`config.mk`:
```
export PLATFORM = sky130hd
export DESIGN_NAME = mem_traffic_gen
export DESIGN_NICKNAME = d
export VERILOG_FILES = /design/src/rtl/mem_traffic_gen.sv
export SDC_FILE = /design/constraint.sdc
export NUM_CORES = 1
export LEC_CHECK = 0
export BUFFER_PORTS_ARGS = -buffer_cell sky130_fd_sc_hd__buf_4
export CAP_MARGIN = 20
export CORE_AREA = 4 4 247 249
export CTS_BUF_LIST = sky130_fd_sc_hd__clkbuf_4 sky130_fd_sc_hd__clkbuf_8
export CTS_CLUSTER_SIZE = 28
export DETAILED_ROUTE_END_ITERATION = 12
export DIE_AREA = 0 0 251 253
export GPL_ROUTABILITY_DRIVEN = 1
export GPL_TIMING_DRIVEN = 0
export PLACE_DENSITY_LB_ADDON = 0.12
export SLEW_MARGIN = 25
export SYNTH_ARGS = -nofsm -noshare
export SYNTH_HDL_FRONTEND = slang
export SYNTH_SLANG_ARGS = --single-unit
```
`constraint.sdc`:
```
create_clock -name clk -period 5.45 [get_ports clk]
set_input_delay 1.09 -clock clk [delete_from_list [all_inputs] [get_ports clk]]
set_output_delay 1.09 -clock clk [all_outputs]
set_load 0.1 [all_outputs]
```
`src/rtl/mem_traffic_gen.sv`:
```
// mem_traffic_gen: line-oriented memory test generator (write pattern, read back, compare)
//
// Ports:
//    clk, rst_n          clock, synchronous active-low reset
//    start_i             one-cycle pulse starting a run (ignored while busy)
//    base_addr_i         first line address, sampled at start
//    num_lines_i         number of 32-byte lines, sampled at start
//    strobe_o            request valid; held with addr_o/rw_o/wdata_o until done_i
//    addr_o, rw_o        line address and direction (1 = write)
//    wdata_o             write line; 32-bit word k = (addr_o + 4k) ^ SEED
//    rdata_i, done_i     read line and one-cycle completion from the responder
//    busy_o              run in progress
//    pass_o, fail_o      run result, held until the next start
//    err_count_o         saturating count of mismatching read lines
//    first_err_addr_o    address of the first mismatching line
//    timeout_o           run aborted because done_i never arrived
//
// Build option: define TRAFFIC_GEN_TIMEOUT_EN to abort a request after
// TIMEOUT_CYCLES strobe-high cycles without done_i; otherwise the generator
// waits indefinitely and timeout_o stays 0.
module mem_traffic_gen #(
   parameter logic [31:0] SEED           = 32'hA5A5_0000,
   parameter int          TIMEOUT_CYCLES = 1024
) (
   input  logic          clk,
   input  logic          rst_n,
   input  logic          start_i,
   input  logic [31:0]   base_addr_i,
   input  logic [15:0]   num_lines_i,
   output logic          strobe_o,
   output logic [31:0]   addr_o,
   output logic          rw_o,
   output logic [255:0]  wdata_o,
   input  logic [255:0]  rdata_i,
   input  logic          done_i,
   output logic          busy_o,
   output logic          pass_o,
   output logic          fail_o,
   output logic [15:0]   err_count_o,
   output logic [31:0]   first_err_addr_o,
   output logic          timeout_o
);
   typedef enum logic [1:0] {IDLE, WR_REQ, RD_REQ, FINISH} state_t;
   state_t         r_state, w_state_nx;
   logic           r_strobe, w_strobe_nx;
   logic [31:0]    r_addr, w_addr_nx;
   logic           r_rw, w_rw_nx;
   logic [15:0]    r_left, w_left_nx;
   logic [31:0]    r_base;
   logic [15:0]    r_num;
   logic           r_busy, w_busy_nx;
   logic           r_pass, w_pass_nx;
   logic           r_fail, w_fail_nx;
   logic           r_timeout, w_timeout_nx;
   logic [15:0]    r_err, w_err_nx;
   logic [31:0]    r_first, w_first_nx;
   logic [255:0]   w_exp;
   logic           w_mismatch;
   logic           w_last;
   logic           w_to_hit;
   function automatic logic [255:0] f_pattern(input logic [31:0] a);
      logic [255:0] p;
      p = '0;
      for (int k = 0; k < 8; k++) p[32*k +: 32] = (a + 32'(4 * k)) ^ SEED;
      return p;
   endfunction
   // The expected line is a pure function of the current address, so the
   // same value drives wdata_o during writes and is the compare reference
   // during reads; no line-wide register is needed.
   assign w_exp      = f_pattern(r_addr);
   assign w_mismatch = rdata_i != w_exp;
   assign w_last     = r_left == 16'd1;
`ifdef TRAFFIC_GEN_TIMEOUT_EN
   logic [31:0] r_tcnt;
   assign w_to_hit = r_strobe && !done_i && (r_tcnt == 32'(TIMEOUT_CYCLES - 1));
   always_ff @(posedge clk) begin
      if (!rst_n) r_tcnt <= '0;
      else        r_tcnt <= (r_strobe && !done_i) ? r_tcnt + 32'd1 : '0;
   end
`else
   logic w_unused_timeout;
   assign w_unused_timeout = ^TIMEOUT_CYCLES;
   assign w_to_hit         = 1'b0;
`endif
   always_comb begin
      w_state_nx   = r_state;
      w_strobe_nx  = r_strobe;
      w_addr_nx    = r_addr;
      w_rw_nx      = r_rw;
      w_left_nx    = r_left;
      w_busy_nx    = r_busy;
      w_pass_nx    = r_pass;
      w_fail_nx    = r_fail;
      w_timeout_nx = r_timeout;
      w_err_nx     = r_err;
      w_first_nx   = r_first;
      case (r_state)
         IDLE: begin
            if (start_i) begin
               w_busy_nx    = 1'b1;
               w_pass_nx    = 1'b0;
               w_fail_nx    = 1'b0;
               w_timeout_nx = 1'b0;
               w_err_nx     = '0;
               w_first_nx   = '0;
               w_addr_nx    = base_addr_i;
               w_left_nx    = num_lines_i;
               w_rw_nx      = num_lines_i != '0;
               w_state_nx   = (num_lines_i == '0) ? FINISH : WR_REQ;
            end
         end
         WR_REQ, RD_REQ: begin
            // strobe low here is the mandatory gap cycle before each request
            if (!r_strobe) w_strobe_nx = 1'b1;
            else if (done_i) begin
               w_strobe_nx = 1'b0;
               if (r_state == RD_REQ && w_mismatch) begin
                  w_err_nx = (r_err == 16'hFFFF) ? r_err : r_err + 16'd1;
                  if (r_err == '0) w_first_nx = r_addr;
               end
               if (!w_last) begin
                  w_addr_nx = r_addr + 32'd32;
                  w_left_nx = r_left - 16'd1;
               end else if (r_state == WR_REQ) begin
                  w_state_nx = RD_REQ;
                  w_rw_nx    = 1'b0;
                  w_addr_nx  = r_base;
                  w_left_nx  = r_num;
               end else w_state_nx = FINISH;
            end else if (w_to_hit) begin
               w_strobe_nx  = 1'b0;
               w_timeout_nx = 1'b1;
               w_fail_nx    = 1'b1;
               w_state_nx   = FINISH;
            end
         end
         FINISH: begin
            w_state_nx = IDLE;
            w_busy_nx  = 1'b0;
            w_rw_nx    = 1'b0;
            w_pass_nx  = (r_err == '0) && !r_timeout;
            w_fail_nx  = !((r_err == '0) && !r_timeout);
         end
         default: w_state_nx = IDLE;
      endcase
   end
   always_ff @(posedge clk) begin
      if (!rst_n) begin
         r_state   <= IDLE;
         r_strobe  <= 1'b0;
         r_addr    <= '0;
         r_rw      <= 1'b0;
         r_left    <= '0;
         r_base    <= '0;
         r_num     <= '0;
         r_busy    <= 1'b0;
         r_pass    <= 1'b0;
         r_fail    <= 1'b0;
         r_timeout <= 1'b0;
         r_err     <= '0;
         r_first   <= '0;
      end else begin
         r_state   <= w_state_nx;
         r_strobe  <= w_strobe_nx;
         r_addr    <= w_addr_nx;
         r_rw      <= w_rw_nx;
         r_left    <= w_left_nx;
         r_busy    <= w_busy_nx;
         r_pass    <= w_pass_nx;
         r_fail    <= w_fail_nx;
         r_timeout <= w_timeout_nx;
         r_err     <= w_err_nx;
         r_first   <= w_first_nx;
         if (r_state == IDLE && start_i) begin
            r_base <= base_addr_i;
            r_num  <= num_lines_i;
         end
      end
   end
   assign strobe_o         = r_strobe;
   assign addr_o           = r_addr;
   assign rw_o             = r_rw;
   assign wdata_o          = r_rw ? w_exp : '0;
   assign busy_o           = r_busy;
   assign pass_o           = r_pass;
   assign fail_o           = r_fail;
   assign err_count_o      = r_err;
   assign first_err_addr_o = r_first;
   assign timeout_o        = r_timeout;
endmodule

```
# Word-level counts from Yosys, hierarchy flattened
# Cells that the tools add are included.
[classes] n_addsub=10 multipliers=0 div=0 n_lt_le_gt_ge=0 n_eq_ne=15 shift=0 mux=45 bitwise=9 reduce_logical=17
[op_table] cell="$mux W32" n=10
[op_table] cell="$mux W256" n=1
[op_table] cell="$ne A256 B256 Y1" n=1
[op_table] cell="$mux W16" n=10
[op_table] cell="$add A32 B5 Y32 const B" n=4
[op_table] cell="$pmux W32 S2" n=2
[op_table] cell="$add A32 B4 Y32 const B" n=2
[op_table] cell="$not A8 Y8" n=8
[op_table] cell="$pmux W16 S2" n=2
[op_table] cell="$add A32 B3 Y32 const B" n=1
[op_table] cell="$add A32 B6 Y32 const B" n=1
[op_table] cell="$logic_not A16 Y1" n=2
[op_table] cell="$add A16 B1 Y16 const B" n=1
[op_table] cell="$eq A16 B1 Y1 const B" n=1
[op_table] cell="$eq A16 B16 Y1 const B" n=1
[op_table] cell="$ne A2 B2 Y1 const B" n=8
[op_table] cell="$reduce_bool A16 Y1" n=1
[op_table] cell="$sub A16 B1 Y16 const B" n=1
[op_table] cell="$reduce_and A6 Y1" n=2
[op_table] cell="$mux W1" n=10
[op_table] cell="$mux W2" n=5
[op_table] cell="$reduce_and A5 Y1" n=2
[op_table] cell="$pmux W1 S2" n=3
[op_table] cell="$pmux W2 S3" n=1
[op_table] cell="12 further kinds" n=16
[totals] reg_bits=151 latchBits=0 ramBits=0 mem_bits_ro=0 in_bits=308 wordCells=108 mem_count=0

# Depth between registers and ports, before layout
# Gate-level depths: netlist of the first run.
[depth] word_depth=8 mapped_depth=18 depth_no_buf=13

# Least setup slack after synthesis of the first run
# No wires, ideal clock.
[synth_timing] path_type="reg2out" startpoint="register r_addr[2] (netlist: addr_o[2])" endpoint="output port wdata_o[126]" arrival_ps=4452 setup_slack_ps=-92 stages_incl_launch_ff=11 path_buffers=3 path_cell_list="dfxtp_1 clkbuf_1 buf_1 inv_1 ha_1 clkbuf_1 nand4b_1 nor3_1 nand2_1 xor2_1 nor2_1"
[synth_between] elab_chain_cells=2
[synth_rtl] element="start, declared" line="46" source="logic [31:0] r_addr, w_addr_nx;"
[synth_rtl] element="start signal, assigned" line="165" source="r_addr <= w_addr_nx;"
[synth_rtl] element="$add A32 B4 Y32" line="64" source="for (int k = 0; k < 8; k++) p[32*k +: 32] = (a + 32'(4 * k)) ^ SEED;"
[synth_rtl] element="$mux W256" line="183" source="assign wdata_o = r_rw ? w_exp : '0;"
[synth_rtl] element="end, declared" line="33" source="output logic [255:0] wdata_o,"
# No other way between the ends.

# Worst setup path after layout of the first run
[layout_timing] startpoint="register r_addr[18] (netlist: addr_o[18])" endpoint="register r_first[23] (netlist: first_err_addr_o[23])"
[layout_between] elab_chain_cells=6 elab_cells_between_ends=19 classes_between="add/sub (7); eq/ne (2); bitwise (8); reduce/logical (2)"
[layout_rtl] element="$add A32 B3 Y32, or another cell as far along" line="64"
[layout_rtl] element="$not A8 Y8 (no line)"
[layout_rtl] element="$ne A256 B256 Y1 *" line="71" source="assign w_mismatch = rdata_i != w_exp;"
[layout_rtl] element="$logic_and A1 B1 Y1 *" line="117" source="if (r_state == RD_REQ && w_mismatch) begin"
[layout_rtl] element="$ne A2 B2 Y1 (no line) *"
[layout_rtl] element="$reduce_and A6 Y1 (no line) *"
[layout_rtl] element="end signal, assigned" line="173" source="r_first <= w_first_nx;"
[layout_rtl] element="end, declared" line="56" source="logic [31:0] r_first, w_first_nx;"
# Every way passes the cells marked *; elsewhere a longest branch is shown, timed or not.
# A chain may end at the register's enable or synchronous reset.

==> results.md, run 1 <==
* Hold Vio Cnt, Final at 0
* Worst-Margin Slew at 1.22 ns
* Synth area leader: dfxtp_1
* Drt total wl at 147000 um
* HPWL after detailed placement at 121000 um
* Clk_skew at roughly 0.020 ns
* CTS tree: built
* WP data arrival at 5.92 ns
* Starting DRT DRC Count at 3303
* Grt total ovfl at 0
* Worst vdd ir at 0.415 mV
* Worst hold path type: reg2reg
* Max Buffers Root-to-Sink at 2
* Via count at 24608
* Core ar. at 58700 sq um
* Cell area power density at between 500 and 600 nW/um^2
* CP Class: reg2reg
* Syn_area_per_cell at around 6.9 sq um
* RSZ-0062 raised after global routing: false
* RD Place Congestion at 1.04
* Post-Synthesis Cell Area at 17400 sq um
* CP max FO at 10
* First-pass GRT wire length at 194000 um
* Final WS setup at -0.114 ns
* Status: finished with violations
* Most used DFF post-synth: dfxtp_1
* Die Footprint at between 60000 and 70000 sq um
* Hold-fix buffers, CTS at 0
* Vias in the first global route at approximately 23000
* Syn Inst Count at 2533
* Yosys warns at 0
* Clock Root Buffer: clkbuf_8
* Slew margin rel. at 18.7%
* Reg power frac at 12.5%
* Setup violators final at 40
* Flops & latches, synth at 151
* Row cnt at just under 90
* Nets at 3571
* Pint at 4.26 mW
* Post-route DRC violation count at 0
* R2R depth at 15
* Worst Hold Slack at 0.459 ns
* Post-route antenna net violation count at 0
* GRT Util Overall at ~43%
* Sequential share of the synthesized area at 17.4%
* Syn Nets at 2860
* Post-synth top area share at 17.4%
* PortBufs at 648
* Die X at 251 um
* Clock transition at the registers of the reported paths at 0.09 ns
* Synth area leaders: dfxtp_1 (17%), xnor2_1 (13%), nor2_1 (7.5%), nand2_1 (6.4%), xor2_1 (6.1%)
* Fin crit share at 102%
* Critical path startpoint category: flop
* Async S/R FF share, synth at 0%
* Initial antenna violation count at 6
* Most numerous cell in the Yosys netlist: nor2_1
* WHS Path Cells at 2
* Clock share of power at around 6.6%
* Pleak at 9.73 nW
* Fin. max-slew vios at 0
* Sw frac at 67.6%
* Crit path time final at 5.56 ns
* Post-DP Area at between 20000 and 25000 sq um
* Fmax at 180 MHz
* Combinational Power Share at between 80% and 90%
* Post-synth top cells: nor2_1 (346), nand2_1 (295), xnor2_1 (253), dfxtp_1 (151), a21oi_1 (139)
* Worst setup EP type: flop
* Max cap viols at 0
* Failing checks: setup timing
* Starting Density at 29.7%
* Vias per inst at between 6 and 7
* Sw Pwr at slightly below 9 mW
* Worst Path Required at 5.80 ns
* Router iterations before antenna repair at 6
* Distinct cells, synth at 90
* TritonCTS Buffers at 17
* Clock sink count at 151
* Maximum number of pins on one net before global-route repair at 17
* EDFF count, synth at 0
* Die H at 253 um
* H-tree lvl count at 4
* Skew-Pair Late Insertion Delay at 0.49 ns
* IO Count at 650
* Area grow syn2layout at 41.8%
* Fraction of layout cells with a size suffix above 1 at 29.3%
* Final Cell Area at ~25000 sq um
* Avg WL per Cell at 36.4 um
timing repair:
item / 4_1_cts / 5_1_grt
gates resized for setup: 103 / 52
pin swaps: 9 / 7
setup buffers: 24 / 15
endpoints found under the setup margin: 128 / 48
endpoints found under the hold margin: 0 / 0
cell type report:
cell class              instances  area, sq um
well taps                     773          967
clock buffers                  19          249
flip-flops and latches        151         3030
inverters                      46          184
repair buffers                694         5220
fillers                      6289        34000
diodes                          2         5.00
clock inverters                11          126
multi-input cells            2101        13800
plain buffers                 233         1150
state kept, by name, summed over array words and instances, names as in the netlist:
signal            cells
r_left               16
strobe_o              1
r_state               2
addr_o               32
err_count_o          16
r_num                16
r_base               32
fail_o                1
rw_o                  1
busy_o                1
first_err_addr_o     32
pass_o                1
stage by stage:
step                utilization [%]  power, mW  setup TNS [ns]  worst slack, ns  instances
global route                   42.1       13.4               0         0.000508       4029
CTS                            41.6       12.9               0         0.000373       4013
global placement               39.6       11.8         -138.57            -2.80       3954
floorplan                         -       8.32               0           0.0371       2533
finish                         42.1       13.2           -2.77           -0.114       4030
detailed placement             39.9       11.8          -99.14            -2.09       3960
cell families after synthesis:
logic type                 after synthesis  share of synthesized area, %
adders and majority gates               19                          1.37
buffers and inverters                  281                          7.03
and+or+nand+nor                       1135                          32.3
other                                    1                        0.0215
muxes                                   55                          3.18
DFF                                    151                          17.4
xor gates and xnor gates               383                          19.9
AOI/OAI and AO/OA                      508                          18.9
cell usage in the layout (no fill, tap or decap), drive strengths merged, types with 12 or more instances in the layout:
cell,Yosys,final
xnor2,253,253
a2111oi,14,14
a221oi,12,12
o22ai,13,13
ha,19,19
nand2b,24,24
o211ai,12,12
o2111ai,17,17
nand4,89,89
clkbuf,126,151
o21ai,129,129
inv,42,41
xor2,122,122
nand3,65,65
and3,22,22
mux2i,52,52
dfxtp,151,151
a21oi,139,139
and4,14,14
buf,109,792
o221ai,15,15
and2,56,56
nor2,348,348
nor3b,13,13
nor3,68,68
or3,12,12
or4,20,20
nor2b,23,23
a31oi,19,19
nand2,295,295
a211oi,54,54
nor4,52,52
power groups by stage:
stage	sequential (mW)	combinational, mW	clock (mW)
2_1_floorplan	2.33	5.99	0
3_3_place_gp	1.65	10.1	0
3_5_place_dp	1.66	10.2	0
4_1_cts	1.64	10.3	0.886
5_1_grt	1.66	10.9	0.924
6_report	1.65	10.7	0.874
metal layers:
metal	track usage (%)	wire (um)	vias up
li1	-	-	10335
met1	53.7	56400	12040
met2	69.1	64900	1819
met3	9.70	14800	410
met4	24.7	10300	4
met5	0	28	-
critical path, cell delays in order, from the launching register on:
cell and delay [ns]:
dfxtp_1 0.43, buf_2 0.38, nand4_1 0.35, clkbuf_1 0.44
nor3_1 0.64, nand2_1 0.27, nor3_1 0.27, xnor2_1 0.35
xnor2_1 0.23, nor4_4 0.48, nand4_1 0.28, or4_4 0.61
buf_2 0.25, buf_2 0.21, nand4_1 0.14, a21oi_1 0.09
worst paths after layout:
kind               from              endpoint  slack (ns)
max          addr_o[18]  first_err_addr_o[23]       -0.11
min            r_num[7]              r_num[7]        0.46
max reg2reg  addr_o[18]  first_err_addr_o[23]       -0.11
min reg2reg    r_num[7]              r_num[7]        0.46
Power figures use the tool's default switching activity.
==> inputs of run 2 (changes only) <==
==> constraint.sdc (replaced) <==
create_clock -name clk -period 6.17 [get_ports clk]
set_input_delay 1.234 -clock clk [delete_from_list [all_inputs] [get_ports clk]]
set_output_delay 1.234 -clock clk [all_outputs]
set_load 0.1 [all_outputs]
==> run 2 against run 1 <==
Compared with the run above:
- largest cell class unchanged
- die area unchanged
- global-route usage grew 0.22 points
- wire length grew 0.41%
- clock-buffer cell count is 1 lower
- the flow still finishes with violations (setup timing)
- critical endpoint is now first_err_addr_o[20]
==> results.md, run 2 (synthesis gave the netlist of run 1 again) <==
* Starting DRT DRC Count at approximately 3200
* Grt total ovfl at 0
* GR Util met3 at 9.77%
* Hold endpoint: r_num[7]
* HPWL after detailed placement at 122000 um
* Fill count at 6312
* Skew-Pair Late Insertion Delay at between 0.4 and 0.5 ns
* Crit path time final at 6.33 ns
* Pleak at 9.42 nW
* Clk_skew at ~0.019 ns
* Worst path cell trace: buf_2, nand4_1, nor3_4, nand2_1, xor2_1, a211oi_2, o2111ai_1, or4_1, or4_1, nor4_4, buf_2, buf_2, o21ai_1, a21oi_1
* Flop-to-flop setup slack at -0.16 ns
* Hold-fix buffers, CTS at 0
* Vias in the first global route at between 20000 and 25000
* Fin. max-slew vios at 0
* Reg2reg end: first_err_addr_o[20]
* Slew margin rel. at 18.2%
* Area grow syn2layout at 38.5%
* Die X at 251 um
* Row cnt at 89
* WP data arrival at 6.74 ns
* Grt met1 use at a little over half
* Drt total wl at between 100000 and 150000 um
* CTS tree: built
* Gr busiest metal: met2
* CP Class: reg2reg
* Final WS setup at -0.161 ns
* Worst r2r src: addr_o[21]
* Status: finished with violations
* WHS Path Cells at 2
* Maximum number of pins on one net before global-route repair at 17
* IO Count at 650
* Power Total at 11.6 mW
* Top Family by Delay on Critical Path: simple AND/OR/NAND/NOR gates
* First-pass GRT wire length at 194000 um
* Critical-path top delay cell: nor3_4
* Final core utilization at 41.1%
* Hold Vio Cnt, Final at 0
* Clock sink count at 151
* Core ar. at 58700 sq um
* Die H at 253 um
* Critical path startpoint category: flop
* Vias per inst at ~6.1
* Fmax at about 160 MHz
* Nets at 3551
* Worst hold path type: reg2reg
* Post-route antenna net violation count at 0
* Initial antenna violation count at 8
* Clock Root Buffer: clkbuf_8
* Fin crit share at 103%
* Setup violators final at 47
* TritonCTS Buffers at 17
* HP Start: r_num[7]
* Slowest stage delay, CP at 0.78 ns
* Commonest non-fill, non-tap cell in the layout: buf_4
* Clock transition at the registers of the reported paths at around 0.090 ns
* R2R depth at 14
* Failing checks: setup timing
* Die Footprint at 63500 sq um
* Via count at 24499
* Worst vdd ir at 0.383 mV
* Max Buffers Root-to-Sink at 2
* Worst Path Buf+Inv at 3
* CP max FO at 10
* Cell area power density at 480 nW/um^2
* Avg WL per Cell at ~37 um
* Max cap viols at 0
* Worst-Margin Slew at 1.23 ns
* H-tree lvl count at 4
* Most frequent cells in the layout: buf_4 (703), nor2_1 (337), nand2_1 (295)
* Worst setup EP type: flop
* RD Place Congestion at 1.06
* Starting Density at 29.7%
* Worst Path Required at around 6.6 ns
* PortBufs at ~650
* Post-route DRC violation count at 0
* Router iterations before antenna repair at 8
* Routing usage on met2 at 70.3%
* GRT Util Overall at a little over two fifths
* CP dominant cell by count: buf_2
* Fraction of layout cells with a size suffix above 1 at 26.7%
[run 2: worst max-delay path by stage]
stage | start | end | slack (ns) | cells past startpoint
final | addr_o[21] | first_err_addr_o[20] | -0.16 | 14
after global routing | addr_o[2] | first_err_addr_o[28] | -0.004 | 18
after CTS | addr_o[2] | err_count_o[7] | 0.01 | 17
after detailed placement | addr_o[4] | first_err_addr_o[14] | -1.39 | 16
after global placement | addr_o[4] | first_err_addr_o[15] | -2.16 | 16
after floorplan | addr_o[2] | wdata_o[126] | 0.48 | 10
[run 2: routing by layer]
metal  vias to the layer above  wire length (um)
met5                         -                33
met4                         4              9550
met3                       412             15000
met2                      1801             65700
met1                     12004             56900
li1                      10278                 -
[run 2: layout make-up]
type | count | area [sq um] | area share (%)
antenna | 3 | 7.51 | 0.0311
inverter | 46 | 176 | 0.732
multi-input combinational | 2101 | 13400 | 55.6
sequential | 151 | 3020 | 12.5
buffer | 235 | 1090 | 4.52
tap | 773 | 967 | 4.01
clock inverter | 13 | 144 | 0.597
timing repair buffer | 672 | 5050 | 21.0
clock buffer | 18 | 248 | 1.03
[run 2: where the power goes]
part           switching (mW)  total [mW]  internal [mW]
registers               0.260        1.44           1.18
clock network           0.421       0.793          0.372
logic                    7.18        9.35           2.17
[run 2: worst register-to-register path, stage by stage, from the launching register on]
cell and delay [ns]:
dfxtp_1 0.35, buf_2 0.46, nand4_1 0.64, nor3_4 0.78, nand2_1 0.22, xor2_1 0.31
a211oi_2 0.53, o2111ai_1 0.32, or4_1 0.61, or4_1 0.63, nor4_4 0.55, buf_2 0.32
buf_2 0.26, o21ai_1 0.12, a21oi_1 0.14
[run 2: per-stage QoR]
step / setup TNS (ns) / hold WS, ns / cells / instance area (sq um) / setup slack [ns]
2_1_floorplan: 0 / 0.436 / 2533 / 17400 / 0.484
3_3_place_gp: -98.80 / 0.443 / 3954 / 23200 / -2.16
3_5_place_dp: -63.02 / 0.447 / 3963 / 23400 / -1.39
4_1_cts: 0 / 0.459 / 3998 / 24000 / 0.0111
5_1_grt: -0.00366 / 0.477 / 4009 / 24100 / -0.00366
6_report: -4.39 / 0.458 / 4012 / 24100 / -0.161
[run 2: timing repair]
| action | 4_1_cts | 5_1_grt |
|---|---|---|
| setup buffers | 4 | 9 |
| gates cloned | 0 | 0 |
| pin swaps | 0 | 1 |
| resized for setup | 27 | 18 |
| setup endpoints to repair | 59 | 48 |
==> inputs of run 3 (changes only) <==
--- a/config.mk
+++ b/config.mk
@@ -5,13 +5,14 @@
 export SDC_FILE = /design/constraint.sdc
 export NUM_CORES = 1
 export LEC_CHECK = 0
+export ABC_AREA = 1
 export BUFFER_PORTS_ARGS = -buffer_cell sky130_fd_sc_hd__buf_4
 export CAP_MARGIN = 20
-export CORE_AREA = 4 4 247 249
+export CORE_AREA = 4 4 250 252
 export CTS_BUF_LIST = sky130_fd_sc_hd__clkbuf_4 sky130_fd_sc_hd__clkbuf_8
 export CTS_CLUSTER_SIZE = 28
 export DETAILED_ROUTE_END_ITERATION = 12
-export DIE_AREA = 0 0 251 253
+export DIE_AREA = 0 0 254 256
 export GPL_ROUTABILITY_DRIVEN = 1
 export GPL_TIMING_DRIVEN = 0
 export PLACE_DENSITY_LB_ADDON = 0.12
==> run 3 against run 2 <==
Compared with the run above:
- maximum frequency up 7.3%
- first-iteration DRC count is 8.0% lower
- critical path depth up 8
- the flow now finishes without violations
- core utilization shrank 1.0 points
- critical path type unchanged
==> results.md, run 3 <==
* Yosys warns at 0
* EDFF count, synth at 0
* Core ar. at 60100 sq um
* CP max FO at 16
* Drt total wl at 126000 um
* Commonest non-fill, non-tap cell in the layout: nand2_1
* Synth area leaders: nand2_1 (22%), dfxtp_1 (17%), nor2_1 (10%), nand3_1 (8.5%), inv_1 (7.1%)
* Pleak at 12.5 nW
* Clk_skew at between 0.015 and 0.02 ns
* Die Footprint at 65000 sq um
* Vias per inst at approximately 5.3
* Async S/R FF share, synth at 0%
* Post-synth top cells: nand2_1 (1047), nor2_1 (471), inv_1 (335), nand3_1 (300), a21oi_1 (206)
* Critical-path top delay cell: buf_2
* Post_cts resized at 0
* Row cnt at 90
* Most numerous cell in the Yosys netlist: nand2_1
* PortBufs at 648
* Fmax at 169 MHz
* CP Class: reg2reg
* Distinct cells, synth at 44
* Clock sink count at 151
* Syn_area_per_cell at 5.40 sq um
* Routed length on met2 at 57800 um
* CTS tree: built
* Fin. max-slew vios at 0
* Clock Root Buffer: clkbuf_8
* Wl on met1 at ~48000 um
* CP dominant cell by count: nand2_1
* Post-route antenna net violation count at 0
* Flop-to-flop setup slack at 0.27 ns
* IO Count at 650
* Post-synth top area share at 22.1%
* Fin crit share at 95.6%
* Critical path startpoint category: flop
* RD Place Congestion at 1.03
* H-tree lvl count at 4
* Final core utilization at about 40%
* Die X at 254 um
* Slowest stage delay, CP at 0.54 ns
* GRT Util Overall at between 30% and 40%
* Max Buffers Root-to-Sink at 2
* Hold Vio Cnt, Final at 0
* Cell area power density at 547 nW/um^2
* Status: finished, final reports clean
* DR WL met3 at 11800 um
* Fraction of layout cells with a size suffix above 1 at 19.9%
* Most frequent cells in the layout: nand2_1 (1047), buf_4 (679), nor2_1 (471)
* TritonCTS Buffers at 17
* Worst setup EP type: flop
* Crit path time final at 5.90 ns
* Pre-CTS WS at -0.142 ns
* Worst path cell trace: buf_2, inv_1, ha_1, nand2_1, nand2_1, o21ai_1, nand2_1, nand2_1, nand2_1, nor2_1, nand3_1, nor2_1, nand3_1, nor2_1, nand2_1, nor2_1, nand2_2, nand3_2, buf_2, nand2_1, nand2_1, nor2_1
* Highest metal used: met5
* Maximum number of pins on one net before global-route repair at 17
* HPWL after detailed placement at 104000 um
* Skew-Pair Late Insertion Delay at 0.50 ns
* Synth area leader: nand2_1
* Worst Path Required at 6.56 ns
* Most used DFF post-synth: dfxtp_1
* Starting DRT DRC Count at 2939
* Syn Nets at 3616
* Starting Density at about 30%
* RSZ-0062 raised after global routing: false
* Clock transition at the registers of the reported paths at around 0.090 ns
* Die H at 256 um
* Worst-Margin Slew at 1.25 ns
* Hold-fix buffers, CTS at 0
* Worst hold path type: reg2reg
* Sequential share of the synthesized area at approximately 17%
* Via count at 25434
* Flops & latches, synth at 151
* Setup Fix Bufs, Post-CTS at 0
* First-pass GRT wire length at 171000 um
* Post-route DRC violation count at 0
* Initial antenna violation count at 20
* Avg WL per Cell at ~26 um
* Grt total ovfl at 0
* Slew margin rel. at 16.8%
* Router iterations before antenna repair at 7
* Area grow syn2layout at 35.5%
* Post-Synthesis Cell Area at 17800 sq um
* Vias in the first global route at 23300
* Max cap viols at 0
* Setup violators final at 0
* Worst vdd ir at between 0.3 and 0.4 mV
* Syn Inst Count at 3289
* Final WS setup at 0.270 ns
* Nets at approximately 4300
* WP data arrival at 6.29 ns
==> run 3: changes by cell type after synthesis, sizes merged, moves of 51 or more <==
| cell | change |
|---|---|
| nand3 | +238 |
| nor2 | +147 |
| mux2i | -52 |
| and2 | -55 |
| a21oi | +67 |
| inv | +299 |
| nor3 | -51 |
| nand2 | +759 |
| xnor2 | -192 |
==> run 3: path summary, 6_finish.rpt <==
path / endpoint / cells past startpoint / from
worst min register to register: r_num[0] / 2 / r_num[0]
worst min-delay path: r_num[0] / 2 / r_num[0]
worst max-delay path: err_count_o[4] / 22 / addr_o[3]
worst max register to register: err_count_o[4] / 22 / addr_o[3]
==> run 3: cells by family (layout without fill, tap and decap cells) <==
group	after synthesis	in the layout	synth area share [%]
buffers and inverters	549	1228	12.5
adders and majority gates	19	19	1.34
and+or+nand+nor	1985	1985	46.8
DFF	151	151	17.0
AOI/OAI and AO/OA	419	419	13.3
other	1	7	0.0211
xor gates and xnor gates	165	165	9.07
==> run 3: power breakdown <==
group          switching (mW)  internal, mW
clock network           0.438         0.472
registers               0.345          1.27
logic                    8.35          2.31
total                    9.13          4.05
==> run 3: layout make-up <==
cell class	instances	area, sq um
Multi-Input combinational cell	2589	12500
Antenna cell	6	15.0
Timing Repair Buffer	648	4860
Clock inverter	11	171
Sequential cell	151	3020
Inverter	359	1350
Clock buffer	21	277
Tap cell	782	978
Buffer	189	885
Fill cell	6971	36100
==> run 3: critical path: cells and delay by family, from the launching register on <==
family	cells	cell delay [ns]
AND/OR/NAND/NOR	17	3.40
buffers and inverters	3	1.08
flip-flops	1	0.46
adder cells (fa/ha/maj)	1	0.43
AO/OA/AOI/OAI	1	0.38
==> run 3: through the flow <==
step	TNS, ns	hold WS, ns	instance area [sq um]	total power, mW	std cells
4_1_cts	0	0.462	24100	13.0	4750
2_1_floorplan	0	0.430	17800	8.89	3289
3_5_place_dp	-3.43	0.449	23600	12.1	4719
3_3_place_gp	-7.72	0.447	23600	12.1	4719
6_report	0	0.470	24100	13.2	4756
5_1_grt	0	0.512	24100	13.7	4752
==> run 3: layer usage <==
layer | track usage, % | vias up
met2 | 60.2 | 1412
met5 | 0 | -
met1 | 43.9 | 11818
met4 | 20.8 | 30
li1 | - | 11840
met3 | 7.49 | 334
